===== config.mk =====
export PLATFORM = sky130hd
export DESIGN_NAME = controle_multiciclo
export DESIGN_NICKNAME = d
export VERILOG_FILES = /design/src/rtl/controle_multiciclo.sv
export SDC_FILE = /design/constraint.sdc
export NUM_CORES = 1
export LEC_CHECK = 0
export CAP_MARGIN = 20
export CORE_UTILIZATION = 41
export CTS_CLUSTER_DIAMETER = 30
export DETAILED_ROUTE_END_ITERATION = 7
export PLACE_DENSITY = 0.75
export REMOVE_ABC_BUFFERS = 1
export SLEW_MARGIN = 25
export SYNTH_ARGS = -nofsm -noshare
export SYNTH_HDL_FRONTEND = slang
export SYNTH_SLANG_ARGS = --single-unit
export TNS_END_PERCENT = 50

===== constraint.sdc =====
create_clock -name clock -period 1.85 [get_ports clock]
set_clock_uncertainty 0.2 [all_clocks]
set_input_delay 0.4625 -clock clock [delete_from_list [all_inputs] [get_ports clock]]
set_output_delay 0.4625 -clock clock [all_outputs]
set_load 0.02 [all_outputs]

===== src/rtl/controle_multiciclo.sv =====
// Multi-cycle control FSM: sequences FETCH/DECODE/EXEC/MEM/WB over a shared memory port
// and drives all datapath strobes from the state register and captured IR.
module controle_multiciclo #(
    parameter int LARGURA_ESTADO = 3
) (
    input  logic                      clock,
    input  logic                      reset,
    input  logic [31:0]               instrucao,
    input  logic                      mem_pronta,
    input  logic                      Zero,
    output logic                      mem_req,
    output logic                      mem_we,
    output logic                      ir_load,
    output logic                      pc_write,
    output logic [1:0]                pc_src,
    output logic [3:0]                ALUOp,
    output logic                      ALUSrc,
    output logic                      ULAData,
    output logic                      SumZero,
    output logic                      RegWrite,
    output logic                      NOP,
    output logic                      StackOP,
    output logic                      JAL,
    output logic                      mem_to_reg,
    output logic                      erro,
    output logic [LARGURA_ESTADO-1:0] estado
);

    typedef enum logic [2:0] {
        S_FETCH  = 3'd0,
        S_DECODE = 3'd1,
        S_EXEC   = 3'd2,
        S_MEM    = 3'd3,
        S_WB     = 3'd4,
        S_ERRO   = 3'd7
    } estado_t;

    localparam logic [5:0] OP_R    = 6'h00;
    localparam logic [5:0] OP_J    = 6'h02;
    localparam logic [5:0] OP_JAL  = 6'h03;
    localparam logic [5:0] OP_BEQ  = 6'h04;
    localparam logic [5:0] OP_ADDI = 6'h08;
    localparam logic [5:0] OP_LW   = 6'h23;
    localparam logic [5:0] OP_SW   = 6'h2B;
    localparam logic [5:0] OP_PUSH = 6'h38;
    localparam logic [5:0] OP_POP  = 6'h39;

    estado_t     estado_q, estado_d;
    logic [31:0] ir_q, ir_d;
    logic        erro_q, erro_d;

    logic [5:0] opcode, funct;
    logic       funct_ok, op_ok, eh_nop;
    logic [3:0] alu_r;

    assign opcode = ir_q[31:26];
    assign funct  = ir_q[5:0];
    assign eh_nop = (ir_q == 32'h0);

    always_comb begin
        funct_ok = 1'b1;
        alu_r    = 4'b0010;
        unique case (funct)
            6'h20:   alu_r = 4'b0010;
            6'h22:   alu_r = 4'b0110;
            6'h24:   alu_r = 4'b0000;
            6'h25:   alu_r = 4'b0001;
            6'h2A:   alu_r = 4'b0111;
            default: funct_ok = 1'b0;
        endcase
    end

    always_comb begin
        op_ok = 1'b0;
        case (opcode)
            OP_R:                                   op_ok = funct_ok;
            OP_J, OP_JAL, OP_BEQ, OP_ADDI, OP_LW,
            OP_SW, OP_PUSH, OP_POP:                 op_ok = 1'b1;
            default:                                op_ok = 1'b0;
        endcase
    end

    // State register
    always_ff @(posedge clock) begin
        if (reset) begin
            estado_q <= S_FETCH;
            ir_q     <= 32'h0;
            erro_q   <= 1'b0;
        end else begin
            estado_q <= estado_d;
            ir_q     <= ir_d;
            erro_q   <= erro_d;
        end
    end

    // Next-state logic
    always_comb begin
        estado_d = estado_q;
        ir_d     = ir_q;
        erro_d   = erro_q;
        case (estado_q)
            S_FETCH: if (mem_pronta) begin
                ir_d     = instrucao;
                estado_d = S_DECODE;
            end
            S_DECODE: begin
                if (eh_nop || opcode == OP_J || opcode == OP_JAL) estado_d = S_FETCH;
                else if (!op_ok)                                  estado_d = S_ERRO;
                else                                              estado_d = S_EXEC;
            end
            S_EXEC: begin
                case (opcode)
                    OP_R, OP_ADDI:                 estado_d = S_WB;
                    OP_LW, OP_SW, OP_PUSH, OP_POP: estado_d = S_MEM;
                    default:                       estado_d = S_FETCH;
                endcase
            end
            S_MEM: if (mem_pronta) begin
                estado_d = (opcode == OP_SW || opcode == OP_PUSH) ? S_FETCH : S_WB;
            end
            S_WB:    estado_d = S_FETCH;
            S_ERRO:  estado_d = S_ERRO;
            default: estado_d = S_FETCH;
        endcase
        if (estado_d == S_ERRO) erro_d = 1'b1;
    end

    // Output logic; reset overrides everything so nothing leaks out on an aborted instruction
    always_comb begin
        mem_req    = 1'b0;
        mem_we     = 1'b0;
        ir_load    = 1'b0;
        pc_write   = 1'b0;
        pc_src     = 2'd0;
        ALUOp      = 4'b0000;
        ALUSrc     = 1'b0;
        ULAData    = 1'b0;
        SumZero    = 1'b0;
        RegWrite   = 1'b0;
        NOP        = 1'b0;
        StackOP    = 1'b0;
        JAL        = 1'b0;
        mem_to_reg = 1'b0;
        if (!reset) begin
            case (estado_q)
                S_FETCH: begin
                    mem_req = 1'b1;
                    if (mem_pronta) begin
                        ir_load  = 1'b1;
                        pc_write = 1'b1;
                    end
                end
                S_DECODE: begin
                    if (eh_nop) NOP = 1'b1;
                    else if (opcode == OP_J) begin
                        pc_write = 1'b1;
                        pc_src   = 2'd2;
                    end else if (opcode == OP_JAL) begin
                        pc_write = 1'b1;
                        pc_src   = 2'd2;
                        RegWrite = 1'b1;
                        JAL      = 1'b1;
                    end
                end
                S_EXEC: begin
                    ULAData = 1'b1;
                    case (opcode)
                        OP_R:    ALUOp = alu_r;
                        OP_ADDI, OP_LW, OP_SW: begin
                            ALUSrc = 1'b1;
                            ALUOp  = 4'b0010;
                        end
                        // Stack pointer adjust happens here, so the strobe is one cycle regardless of memory waits
                        OP_PUSH, OP_POP: begin
                            StackOP = 1'b1;
                            ALUSrc  = 1'b1;
                            ALUOp   = 4'b0010;
                        end
                        OP_BEQ: begin
                            ALUOp = 4'b0110;
                            if (Zero) begin
                                pc_write = 1'b1;
                                pc_src   = 2'd1;
                            end
                        end
                        default: ;
                    endcase
                end
                S_MEM: begin
                    mem_req = 1'b1;
                    mem_we  = (opcode == OP_SW || opcode == OP_PUSH);
                end
                S_WB: begin
                    RegWrite   = 1'b1;
                    mem_to_reg = (opcode == OP_LW || opcode == OP_POP);
                end
                default: ;
            endcase
        end
    end

    assign erro   = erro_q & ~reset;
    assign estado = reset ? '0 : LARGURA_ESTADO'(estado_q);

endmodule


* Yosys cells after proc, flatten, opt, wreduce, memory -nomap -nowiden
Cells that the tools add are included. Widths: inputs -> output; s select.
Word-level totals: logic and storage cells 93, latch bits 0, flip-flop bits (word level) 36, RAM bits 0, input port bits 36, bits in read-only memories 0, memories kept 0
Cells by class: div/mod/pow operators 0, shift operators 0, eq/ne operators 19, bitwise gates (word level) 2, muxes and demuxes 54, add/sub/neg operators 0, multiply operators 0, magnitude comparators 0, reduce and logical (&&, ||, !) cells 15
Operators with widths (number):
- $eq 6x6->1 const B | 9
- $mux 1 | 34
- $logic_not 32->1 | 1
- $mux 3 | 6
- $pmux 3 s5 | 1
- $eq 6x2->1 const B | 2
- $pmux 3 s4 | 1
- $pmux 4 s3 | 1
- $reduce_or 5->1 | 2
- $eq 3x3->1 const B | 3
- $mux 2 | 4
- $mux 4 | 2
- $reduce_or 8->1 | 1
- $eq 3x2->1 const B | 2
- $eq 6x3->1 const B | 1
- $eq 6x4->1 const B | 1
- $logic_not 6->1 | 1
- $pmux 3 s2 | 1
- $reduce_or 2->1 | 3
- $logic_or 1x1->1 | 4
- $pmux 1 s2 | 2
- $pmux 2 s2 | 1
- $reduce_or 4->1 | 1
- $eq 3x1->1 const B | 1
- other kinds (5) | 5

* Depth between registers and ports, before layout
Gate-level depths: netlist (run 1).
word-level depth 8, gate-level depth with buffers 6, depth with buffers taken out 5

* Worst setup path after synthesis (run 1)
No wires, ideal clock.
path kind register -> output, start point register estado_q[2], end point output port RegWrite, cell stages (with the launch flop) 6, slack -0.732 ns, arrival time 1.920 ns, data required time 1.187 ns, cells stage by stage dfxtp_1 buf_2 or3b_1 nor3_1 and2_1 a21o_1
On the way: longest elaborated chain between the ends 3, elaborated cells on any way between the ends 4, classes of those cells 2 x eq/ne; 2 x mux
RTL lines:
- from (decl) | RTL line 48 | estado_t estado_q, estado_d;
- from (signal assigned) | RTL line 90 | estado_q <= estado_d;
- $eq 3x3->1 / $eq 3x1->1 (equally long branches) | RTL line 145 | case (estado_q)
- $pmux 1 s2 * | RTL line 145
- $mux 1 * | RTL line 144 | if (!reset) begin
- to (decl) | RTL line 20 | output logic RegWrite,
Mark *: on every way between the ends. The rest lies on a longest branch, timed or not.

* Worst setup path after layout (run 1)
start point register ir_q[7], end point output port NOP
On the way: longest elaborated chain between the ends 4
RTL lines:
- from (decl) | RTL line 49 | logic [31:0] ir_q, ir_d;
- from (signal assigned) | RTL line 91 | ir_q <= ir_d;
- $logic_not 32->1 | RTL line 58 | assign eh_nop = (ir_q == 32'h0);
- $mux 1 | RTL line 154 | if (eh_nop) NOP = 1'b1;
- $mux 1 | RTL line 145
- $mux 1 | RTL line 144
- to (decl) | RTL line 21 | output logic NOP,
No other way between the ends.

==> run summary, run 1 <==
Status: finished with violations
Failing checks: setup timing
Final Non-Filler Cells: 425
Vias: 2479
Total Negative Setup Slacks: -8.94 ns
Slowest Stage Delay on Critical Path: 0.50 ns
Vias in the first global route: 2222
Maximum VDD drop: 0.000631 V
Post-route cell area: 3500 um2
Layout area overhead: 94.8%
Core area: 4120 um2
Cell Pwr Density: 1320 nW/um2
Setup Viol. Count Final: 32
#FFs+latches synth: 36
Min Tclk post-route: 2.68 ns
GR Util met3: 6.83%
Post-synth top cells: nand2_1, dfxtp_1, a21oi_1
Busiest grt layer: met2
Synth area leader: dfxtp_1
GR Util met2: 54.4%
Post-Syn Area: 1800 um2
Synth Instances: 245
Total gr overflow: 0
GRT Total Usage: 31.0%
CP Cell Sequence: nor4_1 > nand3_1 > or4_1 > nor3_2 > buf_4
WP data arrival: 2.02 ns
DP Area: 2780 um2
Final Hold Fails: 0
Antenna Cells: 0
Port Buf Inserts: 55
Synth async-reset ratio: 0%
Deepest clock path buffer count: 2
Row count: 23
Seq/Total Area, Yosys: 40.1%
Hold crit path type: reg -> reg
Largest net degree at the start of global routing: 34
Drt first-iter violations: 190
Tot Pwr: 4.62 mW
Post-synth EDFFs: 0
Routability cong.: 0.884
Router iterations before antenna repair: 5
Critical path class: reg -> out
Die ar.: 4660 um2
GR Util met1: 33.3%
Inst Count DP: 391
Most used DFF post-synth: dfxtp_1
Syn Area/Cell: 7.34 um2
Die Wd: 68.2 um
Crit-path slowest cell: or4_1
Synth warn: 0
H-tree depth: 2
Post-DP HPWL: 3.81 mm
Most frequent cell after synthesis: nand2_1
Critical Path Source Type: flop
Leak: 1.48 nW
Initial antenna violation count: 0
RSZ-0062 raised after global routing: true
CTS sink count: 36
Post-synthesis cell type count: 45
CTS buffer count: 5
Initial Util: 43.7%
Clk root buf: clkbuf_8
Max-cap viol count: 0
Crit-path max FO: 2
Crit share post-route: 145%
Routed length per instance: 19.5 um
Clock Latency Late Sink: 0.30 ns
Die H: 68.2 um
DR DRC count: 0
Final antenna-violating net count: 0
Reg-to-reg slack, setup: -0.31 ns
Fin nets: 410
FMAX: 0.373 GHz
Crit end category: primary output
Final WL: 8.27 mm
Worst-path clk slew: 0.08 ns
First-pass GRT wire length: 10.4 mm
Layout cells sized above 1: 44.5%
Top cells by area, synth: dfxtp_1, nand2_1, a21oi_1
Synth top area share: 40.1%
PnR worst setup slack: -0.829 ns
Final Slew Violations: 0
CTS tree: yes
CP required: 1.19 ns
Vias per cell: 5.83
I/O pins: 58
==> worst max-delay path, delay by kind of cell (launching register included) <==
family / cells / cell delay, ns
simple gates: 4 / 1.20
flops: 1 / 0.33
buf+inv: 1 / 0.18
==> logic make-up after synthesis <==
kind of cell,synth area share (%)
and+or+nand+nor,34.7
AOI/OAI and AO/OA,18.6
DFF,40.1
buffers and inverters,5.84
muxes,0.556
other,0.208
==> worst paths after layout <==
check / startpoint / endpoint / cells past startpoint
setup reg to reg: ir_q[7]$_SDFFE_PP0P_ / erro_q$_SDFFE_PP0N_ / 6
setup / recovery: ir_q[7]$_SDFFE_PP0P_ / NOP / 5
hold reg to reg: ir_q[14]$_SDFFE_PP0P_ / ir_q[14]$_SDFFE_PP0P_ / 2
hold / removal: ir_q[14]$_SDFFE_PP0P_ / ir_q[14]$_SDFFE_PP0P_ / 2
==> metrics by stage <==
stage                     hold slack [ns]  setup WS (ns)  util (%)
after floorplan                     0.230         -0.703         -
after global placement              0.244          -1.08      67.6
after detailed placement            0.249          -1.10      67.6
after CTS                           0.260         -0.634      79.5
after global routing                0.279         -0.887      85.2
final                               0.257         -0.829      85.2
==> state kept, by name, indices dropped and copies added (netlist names) <==
register	count
erro_q	1
ir_q	32
estado_q	3
==> cell type report <==
type                            instances  area [um2]
Sequential cell                        36         754
Fill cell                             193         611
Tap cell                               50        62.6
Timing Repair Buffer                  138        1320
Clock buffer                            7        86.3
Multi-Input combinational cell        187        1240
Clock inverter                          1        7.51
Inverter                                6        27.5
==> power by group <==
part	leakage (nW)	internal, mW	switching (mW)	total (mW)
Sequential	0.302	0.984	0.167	1.15
Combinational	1.13	1.44	1.44	2.88
Clock	0.0445	0.302	0.286	0.588
Total	1.48	2.73	1.89	4.62
==> layout by cell type, fill, tap and decap left out, drive strengths merged, types with 2 or more instances in the layout <==
cell           count
buf              103
nor4               7
a21oi             35
nand2b             2
clkdlybuf4s50     33
clkbuf             7
nor2b              4
nand3b             2
inv                6
nor3               6
and3b              2
a211oi             2
nand3              6
o21ai              4
o21a               2
dfxtp             36
nand2             71
or4                2
a31oi              2
and2               3
nand4              2
o211ai             2
nor2              16
conb               2
==> routing by layer <==
layer / vias to the layer above / share of wire, % / wire length [um]
met5: - / 0 / 0
met4: 0 / 5.3 / 441
met3: 46 / 7.3 / 604
met2: 154 / 50 / 4100
met1: 1180 / 38 / 3120
li1: 1099 / - / -
==> what timing repair did <==
action,CTS,global route
setup buffers,15,14
pin swaps,22,17
hold buffers,0,0
endpoints found under the setup margin,24,45
resized for setup,188,40
(Power assumes the default switching activity.)
==> run 2, diff against run 1 <==
Settings changed: SLEW_MARGIN 25 to 20.
==> results of run 2 <==
Same layout as run 1: the final DEF is identical, and so are final timing and power.
==> run 3, diff against run 2 <==
Settings changed: CTS_CLUSTER_SIZE from default to 20.
==> results of run 3 <==
Same layout as run 1: the final DEF is identical, and so are final timing and power.
